<file path="config.mk">
export PLATFORM = sky130hd
export DESIGN_NAME = fmac_seq
export DESIGN_NICKNAME = d
export VERILOG_FILES = /design/src/rtl/fmac_pkg.sv /design/src/rtl/fmac_seq_lat_counter.sv /design/src/rtl/fmac_seq.sv
export SDC_FILE = /design/constraint.sdc
export NUM_CORES = 1
export LEC_CHECK = 0
export ABC_AREA = 1
export CORE_UTILIZATION = 25
export DETAILED_ROUTE_END_ITERATION = 8
export GPL_ROUTABILITY_DRIVEN = 0
export PLACE_DENSITY = 0.57
export SETUP_SLACK_MARGIN = 0.2
export SLEW_MARGIN = 20
export SYNTH_ARGS = -nofsm -noshare
export SYNTH_HDL_FRONTEND = slang
export SYNTH_SLANG_ARGS = --single-unit
</file>
<file path="constraint.sdc">
create_clock -name clk -period 1.7 [get_ports clk]
set_input_delay 0.34 -clock clk [delete_from_list [all_inputs] [get_ports clk]]
set_output_delay 0.34 -clock clk [all_outputs]
set_load 0.01 [all_outputs]
</file>
<file path="src/rtl/fmac_pkg.sv">
`default_nettype none
// ============================================================================
// Module      : fmac_pkg
// Description : Shared types and constants for the fmac_seq dot-product
//               sequencer (state encoding, FloPoCo word helpers).
// Revision    : 1.0 - initial release
// ============================================================================
package fmac_pkg;

    // Sequencer states; explicit 3-bit encoding
    typedef enum logic [2:0] {
        ST_IDLE   = 3'd0,
        ST_FETCH  = 3'd1,
        ST_LOAD   = 3'd2,
        ST_MWAIT  = 3'd3,
        ST_AISSUE = 3'd4,
        ST_AWAIT  = 3'd5,
        ST_ACC    = 3'd6,
        ST_DONE   = 3'd7
    } fmac_state_t;

    // FloPoCo word: 2 exception bits, sign, WE exponent bits, WF fraction bits
    function automatic int fp_word_w(input int we, input int wf);
        return we + wf + 3;
    endfunction

    // Counter width able to hold max(a,b)-1
    function automatic int lat_cnt_w(input int a, input int b);
        int m;
        m = (a > b) ? a : b;
        return (m <= 2) ? 1 : $clog2(m);
    endfunction

    // FloPoCo exception codes
    localparam logic [1:0] EXC_ZERO   = 2'b00;
    localparam logic [1:0] EXC_NORMAL = 2'b01;
    localparam logic [1:0] EXC_INF    = 2'b10;
    localparam logic [1:0] EXC_NAN    = 2'b11;

    // All-zero word, sliced to the word width at the point of use
    localparam int          FP_MAX_W = 64;
    localparam logic [FP_MAX_W-1:0] FP_ZERO = '0;

endpackage : fmac_pkg
`default_nettype wire

</file>
<file path="src/rtl/fmac_seq_lat_counter.sv">
`default_nettype none
// ============================================================================
// Module      : lat_counter
// Description : Loadable down-counter with a zero flag. Counts the fixed
//               pipeline latency of the shared multiplier/adder cores.
// Revision    : 1.0 - initial release
// ============================================================================
module lat_counter #(
    parameter int CW = 2
) (
    input  logic          clk,
    input  logic          rst_n,
    input  logic          load_i,
    input  logic [CW-1:0] load_val_i,
    input  logic          dec_i,
    output logic          zero_o
);

    logic [CW-1:0] cnt_q;
    logic [CW-1:0] cnt_d;

    // Next count: load wins over decrement; saturate at zero
    always_comb begin
        cnt_d = cnt_q;
        if (load_i) begin
            cnt_d = load_val_i;
        end else if (dec_i && (cnt_q != '0)) begin
            cnt_d = cnt_q - CW'(1);
        end
    end

    // Count register with synchronous active-low clear
    always_ff @(posedge clk) begin
        if (!rst_n) begin
            cnt_q <= '0;
        end else begin
            cnt_q <= cnt_d;
        end
    end

    assign zero_o = (cnt_q == '0);

endmodule : lat_counter
`default_nettype wire

</file>
<file path="src/rtl/fmac_seq.sv">
`default_nettype none
// ============================================================================
// Module      : fmac_seq
// Description : Single-job dot-product sequencer. Fetches operand pairs,
//               drives shared external fmul/fadd cores on a fixed counter
//               schedule and accumulates result = init_val + sum x[k]*y[k].
// Revision    : 1.0 - initial release
// ============================================================================
module fmac_seq
    import fmac_pkg::*;
#(
    parameter int WE      = 8,
    parameter int WF      = 23,
    parameter int W       = fp_word_w(WE, WF),
    parameter int MUL_LAT = 2,
    parameter int ADD_LAT = 3,
    parameter int LEN_W   = 8
) (
    input  logic             clk,
    input  logic             rst_n,
    input  logic             start,
    input  logic [LEN_W-1:0] len,
    input  logic [W-1:0]     init_val,
    output logic             busy,
    output logic             done,
    output logic [W-1:0]     result,
    output logic             rd_en,
    output logic [LEN_W-1:0] rd_addr,
    input  logic [W-1:0]     rd_x,
    input  logic [W-1:0]     rd_y,
    output logic [W-1:0]     fmul_x,
    output logic [W-1:0]     fmul_y,
    input  logic [W-1:0]     fmul_r,
    output logic [W-1:0]     fadd_x,
    output logic [W-1:0]     fadd_y,
    input  logic [W-1:0]     fadd_r
);

    localparam int          CW       = lat_cnt_w(MUL_LAT, ADD_LAT);
    localparam logic [CW-1:0] MUL_INIT = CW'(MUL_LAT - 1);
    localparam logic [CW-1:0] ADD_INIT = CW'(ADD_LAT - 1);
    localparam logic [W-1:0]  WZERO    = FP_ZERO[W-1:0];

    fmac_state_t      state_q, state_d;

    logic [LEN_W-1:0] len_q, len_d;
    logic [LEN_W-1:0] k_q, k_d;
    logic [W-1:0]     acc_q, acc_d;
    logic [W-1:0]     result_q, result_d;
    logic [W-1:0]     fmul_x_q, fmul_x_d;
    logic [W-1:0]     fmul_y_q, fmul_y_d;
    logic [W-1:0]     fadd_x_q, fadd_x_d;
    logic [W-1:0]     fadd_y_q, fadd_y_d;

    logic             cnt_load;
    logic [CW-1:0]    cnt_val;
    logic             cnt_dec;
    logic             cnt_zero;
    logic             last_pair;

    // k never wraps: len==0 never reaches ACC, so len-1 is always valid here
    assign last_pair = (k_q == (len_q - LEN_W'(1)));

    lat_counter #(
        .CW (CW)
    ) u_lat_counter (
        .clk        (clk),
        .rst_n      (rst_n),
        .load_i     (cnt_load),
        .load_val_i (cnt_val),
        .dec_i      (cnt_dec),
        .zero_o     (cnt_zero)
    );

    // State register
    always_ff @(posedge clk) begin
        if (!rst_n) begin
            state_q <= ST_IDLE;
        end else begin
            state_q <= state_d;
        end
    end

    // Next-state logic: fixed per-pair schedule, waits timed by the counter
    always_comb begin
        state_d = state_q;
        unique case (state_q)
            ST_IDLE:   if (start) state_d = (len == '0) ? ST_DONE : ST_FETCH;
            ST_FETCH:  state_d = ST_LOAD;
            ST_LOAD:   state_d = ST_MWAIT;
            ST_MWAIT:  if (cnt_zero) state_d = ST_AISSUE;
            ST_AISSUE: state_d = ST_AWAIT;
            ST_AWAIT:  if (cnt_zero) state_d = ST_ACC;
            ST_ACC:    state_d = last_pair ? ST_DONE : ST_FETCH;
            ST_DONE:   state_d = ST_IDLE;
            default:   state_d = ST_IDLE;
        endcase
    end

    // Moore outputs and latency-counter control decoded from the state
    always_comb begin
        busy     = (state_q != ST_IDLE);
        done     = (state_q == ST_DONE);
        rd_en    = 1'b0;
        rd_addr  = '0;
        cnt_load = 1'b0;
        cnt_val  = '0;
        cnt_dec  = 1'b0;
        unique case (state_q)
            ST_FETCH: begin
                rd_en   = 1'b1;
                rd_addr = k_q;
            end
            ST_LOAD: begin
                cnt_load = 1'b1;
                cnt_val  = MUL_INIT;
            end
            ST_AISSUE: begin
                cnt_load = 1'b1;
                cnt_val  = ADD_INIT;
            end
            ST_MWAIT, ST_AWAIT: cnt_dec = 1'b1;
            default: ;
        endcase
    end

    // Datapath next-state: job latch, operand hold windows, accumulator
    always_comb begin
        len_d    = len_q;
        k_d      = k_q;
        acc_d    = acc_q;
        result_d = result_q;
        fmul_x_d = fmul_x_q;
        fmul_y_d = fmul_y_q;
        fadd_x_d = fadd_x_q;
        fadd_y_d = fadd_y_q;
        unique case (state_q)
            ST_IDLE: begin
                if (start) begin
                    len_d = len;
                    acc_d = init_val;
                    k_d   = '0;
                end
            end
            ST_LOAD: begin
                fmul_x_d = rd_x;
                fmul_y_d = rd_y;
            end
            ST_AISSUE: begin
                fadd_x_d = acc_q;
                fadd_y_d = fmul_r;
                fmul_x_d = WZERO;
                fmul_y_d = WZERO;
            end
            ST_ACC: begin
                acc_d    = fadd_r;
                fadd_x_d = WZERO;
                fadd_y_d = WZERO;
                if (!last_pair) k_d = k_q + LEN_W'(1);
            end
            ST_DONE: result_d = acc_q;
            default: ;
        endcase
    end

    // Datapath registers; reset aborts any job and clears the result
    always_ff @(posedge clk) begin
        if (!rst_n) begin
            len_q    <= '0;
            k_q      <= '0;
            acc_q    <= WZERO;
            result_q <= WZERO;
            fmul_x_q <= WZERO;
            fmul_y_q <= WZERO;
            fadd_x_q <= WZERO;
            fadd_y_q <= WZERO;
        end else begin
            len_q    <= len_d;
            k_q      <= k_d;
            acc_q    <= acc_d;
            result_q <= result_d;
            fmul_x_q <= fmul_x_d;
            fmul_y_q <= fmul_y_d;
            fadd_x_q <= fadd_x_d;
            fadd_y_q <= fadd_y_d;
        end
    end

    assign result = result_q;
    assign fmul_x = fmul_x_q;
    assign fmul_y = fmul_y_q;
    assign fadd_x = fadd_x_q;
    assign fadd_y = fadd_y_q;

endmodule : fmac_seq
`default_nettype wire

</file>
; ---- Yosys cells after proc, flatten, opt, wreduce, memory -nomap -nowiden
; Cells that the tools add are included.
[op_classes]
eq_ne = 12
addsub = 3
mux = 22
n_reduce_logical = 16
[op_table]
columns = cell, n
row1 = $pmux 34 s2, 5
row2 = $mux 34, 1
row3 = $mux 8, 3
row4 = $pmux 3 s8, 1
row5 = $pmux 8 s2, 1
row6 = $mux 3, 5
row7 = $eq 3x3->1 const B, 4
row8 = $reduce_bool 2->1, 5
row9 = $add 8x1->8 const B, 1
row10 = $eq 8x8->1, 1
row11 = $logic_not 8->1, 1
row12 = $ne 2x2->1 const B, 4
row13 = $sub 8x1->8 const B, 1
row14 = $eq 3x2->1 const B, 2
row15 = $reduce_and 3->1, 2
row16 = $mux 2, 2
row17 = $pmux 2 s2, 1
row18 = $reduce_and 2->1, 2
row19 = $reduce_or 2->1, 2
row20 = $eq 3x1->1 const B, 1
row21 = $logic_not 3->1, 1
row22 = $mux 1, 3
row23 = $reduce_bool 3->1, 1
row24 = $logic_not 2->1, 1
row25 = other kinds (2), 2
[word_totals]
ff_bits = 225

; ---- Longest topological paths before layout
[depth]
word_depth = 6
ltp_mapped = 15
ltp_nobuf = 15

; ---- Cells and area by module
; A second synthesis with hierarchy kept.
[hier_totals]
cells_unflattened = 1168
area_unflattened_um2 = 8690.8
[modules_own_cells]
columns = module, area_each_um2, seq_area_each_um2, cells_per_inst, instances
row1 = fmac_seq, 8554.5, 4464.3, 1144, 1
row2 = lat_counter, 136.4, 40.0, 24, 1

; ---- Worst setup path after synthesis
; No wires, ideal clock.
[synth_timing]
kind = register -> register
start = reg len_q[0]
end = reg k_q[7]
synth_period_minus_slack_ns = 1.670
t_required_ns = 1.633
path_stages_with_launch = 13
arrival_time_ns = 1.602
path_slack_ns = 0.030
path_cell_list = dfxtp_1 -> inv_2 -> ha_1 -> xnor2_1 -> nor2_1 -> nand2_1 -> nor2_1 -> nand2_1 -> nor2_2 -> nand3_4 -> nand2_4 -> nand2_1 -> a21oi_2
[synth_via]
elab_chain_cells = 4
[synth_rtl]
columns = element, line
row1 = start: declaration, fmac_seq.sv:46  ; logic [LEN_W-1:0] len_q, len_d;
row2 = start signal: assignment, fmac_seq.sv:178  ; len_q <= len_d;
row3 = $sub 8x1->8, fmac_seq.sv:62  ; assign last_pair = (k_q == (len_q - LEN_W'(1)));
row4 = $eq 8x8->1, fmac_seq.sv:62
row5 = $ne 2x2->1 (no source line), --
row6 = $reduce_and 3->1 (no source line), --
row7 = end signal: assignment, fmac_seq.sv:179  ; k_q <= k_d;
row8 = end: declaration, fmac_seq.sv:47  ; logic [LEN_W-1:0] k_q, k_d;
; No other way between the ends.
; A chain may end at the register's enable or synchronous reset.

; ---- Worst setup path in the final report
[layout_timing]
start = reg state_q[0]
end = out rd_en
[layout_via]
elab_chain_cells = 2
[layout_rtl]
columns = element, line
row1 = start: declaration, fmac_seq.sv:44  ; fmac_state_t state_q, state_d;
row2 = start signal: assignment, fmac_seq.sv:80  ; state_q <= state_d;
row3 = $eq 3x1->1, fmac_seq.sv:109  ; unique case (state_q)
row4 = $mux 1, fmac_seq.sv:109
row5 = end: declaration, fmac_seq.sv:27  ; output logic rd_en,
; No other way between the ends.

==> results.sh <==
export IMPL_synth_cells=1159
export IMPL_tns_ps=-2910
export IMPL_route_met3_wl_um=2560
export IMPL_clk_pin_slew_ps=60
export IMPL_cp_slowest_stage_delay_ps=330
export IMPL_max_slew_margin_pct=61.8
export IMPL_seqPwrFrac_pct=28.8
export IMPL_finalSetupViolCount=77
export IMPL_crit_start="state_q[0]$_SDFFE_PN0P_"
export IMPL_register_area_um2=4520
export IMPL_crit_family="buffers and inverters"
export IMPL_violations="negative setup slack"
export IMPL_cts_root_buf="clkbuf_16"
export IMPL_critPathLaunchType="register"
export IMPL_synth_enable_flop_cells=0
export IMPL_yosysUniqueCellTypes=31
export IMPL_dp_hpwl_um=22000
export IMPL_fin_ws_ps=-185
export IMPL_globalRouteOverflowTotal=0
export IMPL_async_flop_share_pct=0
export IMPL_syn2layout_area_growth_pct=103
export IMPL_dieArea_um2=35500
export IMPL_grt_pass1_vias=9806
export IMPL_post_route_period_util_pct=111
export IMPL_wl_met2_um=19800
export IMPL_reg2reg_from="len_q[1]$_SDFFE_PN0P_"
export IMPL_cp_slowest_cell="dfxtp_2"
export IMPL_fin_worst_skew_ps=9.23
export IMPL_syn_nets=1343
export IMPL_worst_pin_slew_ps=573
export IMPL_pwr_share_comb_pct=48.4
export IMPL_crit_type="reg -> out"
export IMPL_crit_chain="inv_2 > nor2_4 > inv_2 > nor2_4 > buf_4 > buf_4 > buf_6"
export IMPL_synth_area_leader_cell="dfxtp_1"
export IMPL_drtPass1Iterations=5
export IMPL_critPathRequiredTime_ps=1360
export IMPL_tritoncts="done"
export IMPL_drv_slew=0
export IMPL_cap_viol_max_count=0
export IMPL_routed_wl_um=40300
export IMPL_portBuffers=361
export IMPL_highest_layer="met4"
export IMPL_cp_end_kind="output port"
export IMPL_total_leakage_power_nw=7.10
export IMPL_r2r_cells=12
export IMPL_vias=9976
export IMPL_clkSinkCount=225
export IMPL_worstReg2RegEnd="k_q[4]$_SDFFE_PN0P_"
export IMPL_pwr_share_clk_pct=22.8
export IMPL_min_path_type="in -> reg"
export IMPL_grt_total_usage_pct=20.7
export IMPL_seq_area_frac_synth_pct=51.8
export IMPL_antenna_found_initial=1
export IMPL_htreeDepth=1
export IMPL_crit_end="rd_en"
export IMPL_synthTopCellsByArea="dfxtp_1 (52%), nand2_1 (14%), a21oi_1 (9.0%)"
export IMPL_yosysMostFrequentCell="nand2_1"
export IMPL_core_area_um2=33900
export IMPL_multiInputGateArea_um2=5620
export IMPL_clkLatencyLatePin_ps=530
export IMPL_start_util_pct=25.7
export IMPL_numCtsBuffers=27
export IMPL_die_y_um=188
export IMPL_grt_max_degree=48
export IMPL_arrival_ps=1540
export IMPL_status="finished with violations"
export IMPL_syn_avg_cell_area_um2=7.50
export IMPL_yosys_top_cells_count="nand2_1 (319), dfxtp_1 (225), a21oi_1 (156)"
export IMPL_fillerInstances=3068
export IMPL_ios=362
export IMPL_internal_power_mw=15.9
export IMPL_post_route_min_period_ps=1880
export IMPL_irDropWorstVdd_v=0.000781
export IMPL_drive_gt1_share_pct=41.7
export IMPL_critical_path_depth=7
export IMPL_wl_met1_um=17000
export IMPL_clock_path_buffers=3
export IMPL_crit_fanout=2
export IMPL_synth_top_area_share_pct=51.8
export IMPL_routedWlPerCell_um=19.3
export IMPL_vias_per_cell=4.77
export IMPL_power_switching_mw=9.72
export IMPL_die_x_um=188
export IMPL_grt_setup_unrepaired="true"
export IMPL_regToRegSetupSlack_ps=-70
export IMPL_drtIter0Drc=485
export IMPL_p_sw_share_pct=38.0
export IMPL_cp_num_buf_inv=5
export IMPL_synthesis_area_um2=8690
export IMPL_layout_nets=1806
export IMPL_drc=0
export IMPL_power_density_nw_per_um2=1450
export IMPL_p_total_mw=25.6
export IMPL_report_final_hold_viol_count=0
export IMPL_synthFlopType="dfxtp_1"
export IMPL_ys_ff_latch=225
export IMPL_clock_fmax_ghz=0.531
export IMPL_grt_pass1_wl_um=57400
export IMPL_synth_warning_count=0
export IMPL_antenna_left=0
export IMPL_num_rows=67
worst min-delay path, stage by stage:
cell	delay, ps
buf_2	130
inv_4	150
a21oi_2	140
registers in the layout, indices dropped and copies added, names as in the netlist:
register	cells
len_q	8
fmul_x	34
k_q	8
state_q	3
acc_q	34
fadd_y	34
u_lat_counter.cnt_q	2
result	34
fmul_y	34
fadd_x	34
per-layer routing:
layer  vias up  global-route usage, %
met5         -                      0
met4         0                   5.43
met3        60                   4.82
met2       315                   35.5
met1      4798                   26.0
li1       4803                      -
timing repair:
| action | 4_1_cts | 5_1_grt |
|---|---|---|
| gates resized for setup | 713 | 389 |
| hold buffers | 0 | 0 |
| setup endpoints to repair | 335 | 372 |
| pin swaps | 92 | 114 |
| gates cloned | 30 | 13 |
| setup buffers | 40 | 17 |
cell type report:
type                            instances  share of cell area, %
Tap cell                              448                   3.17
Timing Repair Buffer                  513                   33.2
Sequential cell                       225                   25.5
Timing Repair inverter                  2                  0.127
Clock buffer                           36                   4.41
Multi-Input combinational cell        817                   31.7
Antenna cell                            1                 0.0141
Inverter                               36                   1.15
Clock inverter                         13                  0.686
cells in the final DEF, fill, tap and decap left out, drive strengths merged, types with 2 or more instances in the layout:
| cell type | instances |
|---|---|
| a21oi | 157 |
| a31oi | 35 |
| buf | 161 |
| bufinv | 2 |
| clkbuf | 96 |
| clkdlybuf4s15 | 82 |
| clkdlybuf4s50 | 179 |
| clkinv | 11 |
| dfxtp | 225 |
| dlygate4sd2 | 30 |
| ha | 3 |
| inv | 37 |
| nand2 | 322 |
| nand3 | 93 |
| nor2 | 110 |
| nor3 | 4 |
| nor3b | 2 |
| nor4 | 3 |
| o21ai | 80 |
| xor2 | 6 |
cell families (layout without fill, tap and decap cells):
family / Yosys count / count (layout) / share of synthesized area (%)
flops: 225 / 225 / 51.8
buf+inv: 118 / 600 / 5.48
other cells: 0 / 1 / 0
xor+xnor: 7 / 7 / 0.705
compound gates: 272 / 272 / 16.2
simple gates: 534 / 535 / 25.3
fa+ha+maj: 3 / 3 / 0.432
worst min-delay path by stage:
stage | start | to | slack, ps | cells after the start
2_1_floorplan | u_lat_counter.cnt_q[1]$_SDFFE_PN0P_ | u_lat_counter.cnt_q[1]$_SDFFE_PN0P_ | 440 | 2
3_3_place_gp | u_lat_counter.cnt_q[1]$_SDFFE_PN0P_ | u_lat_counter.cnt_q[1]$_SDFFE_PN0P_ | 450 | 2
3_5_place_dp | fadd_x[24]$_SDFFE_PN0P_ | fadd_x[24]$_SDFFE_PN0P_ | 450 | 2
4_1_cts | rst_n | fadd_x[20]$_SDFFE_PN0P_ | 260 | 3
5_1_grt | rst_n | fadd_x[22]$_SDFFE_PN0P_ | 290 | 3
6_report | rst_n | fadd_x[20]$_SDFFE_PN0P_ | 270 | 3
power by group through the flow:
| stage | logic [mW] | clock network (mW) | registers [mW] |
|---|---|---|---|
| 3_5_place_dp | 7.09 | 0 | 7.09 |
| 4_1_cts | 10.4 | 5.96 | 7.22 |
| 2_1_floorplan | 3.33 | 0 | 7.26 |
| 3_3_place_gp | 7.04 | 0 | 7.07 |
| 6_report | 12.4 | 5.84 | 7.37 |
| 5_1_grt | 13.1 | 6.22 | 7.51 |
per-stage QoR:
stage	util (%)	area [µm²]	hold slack (ps)	cells	setup slack [ps]
finish	52.2	17700	275	2091	-185
global route	52.2	17700	286	2091	-255
CTS	47.9	16200	259	2060	-198
detailed placement	38.8	13100	453	1941	-191
global placement	38.8	13100	447	1941	-133
floorplan	-	8710	439	1159	99.6
(Power assumes the default switching activity.)
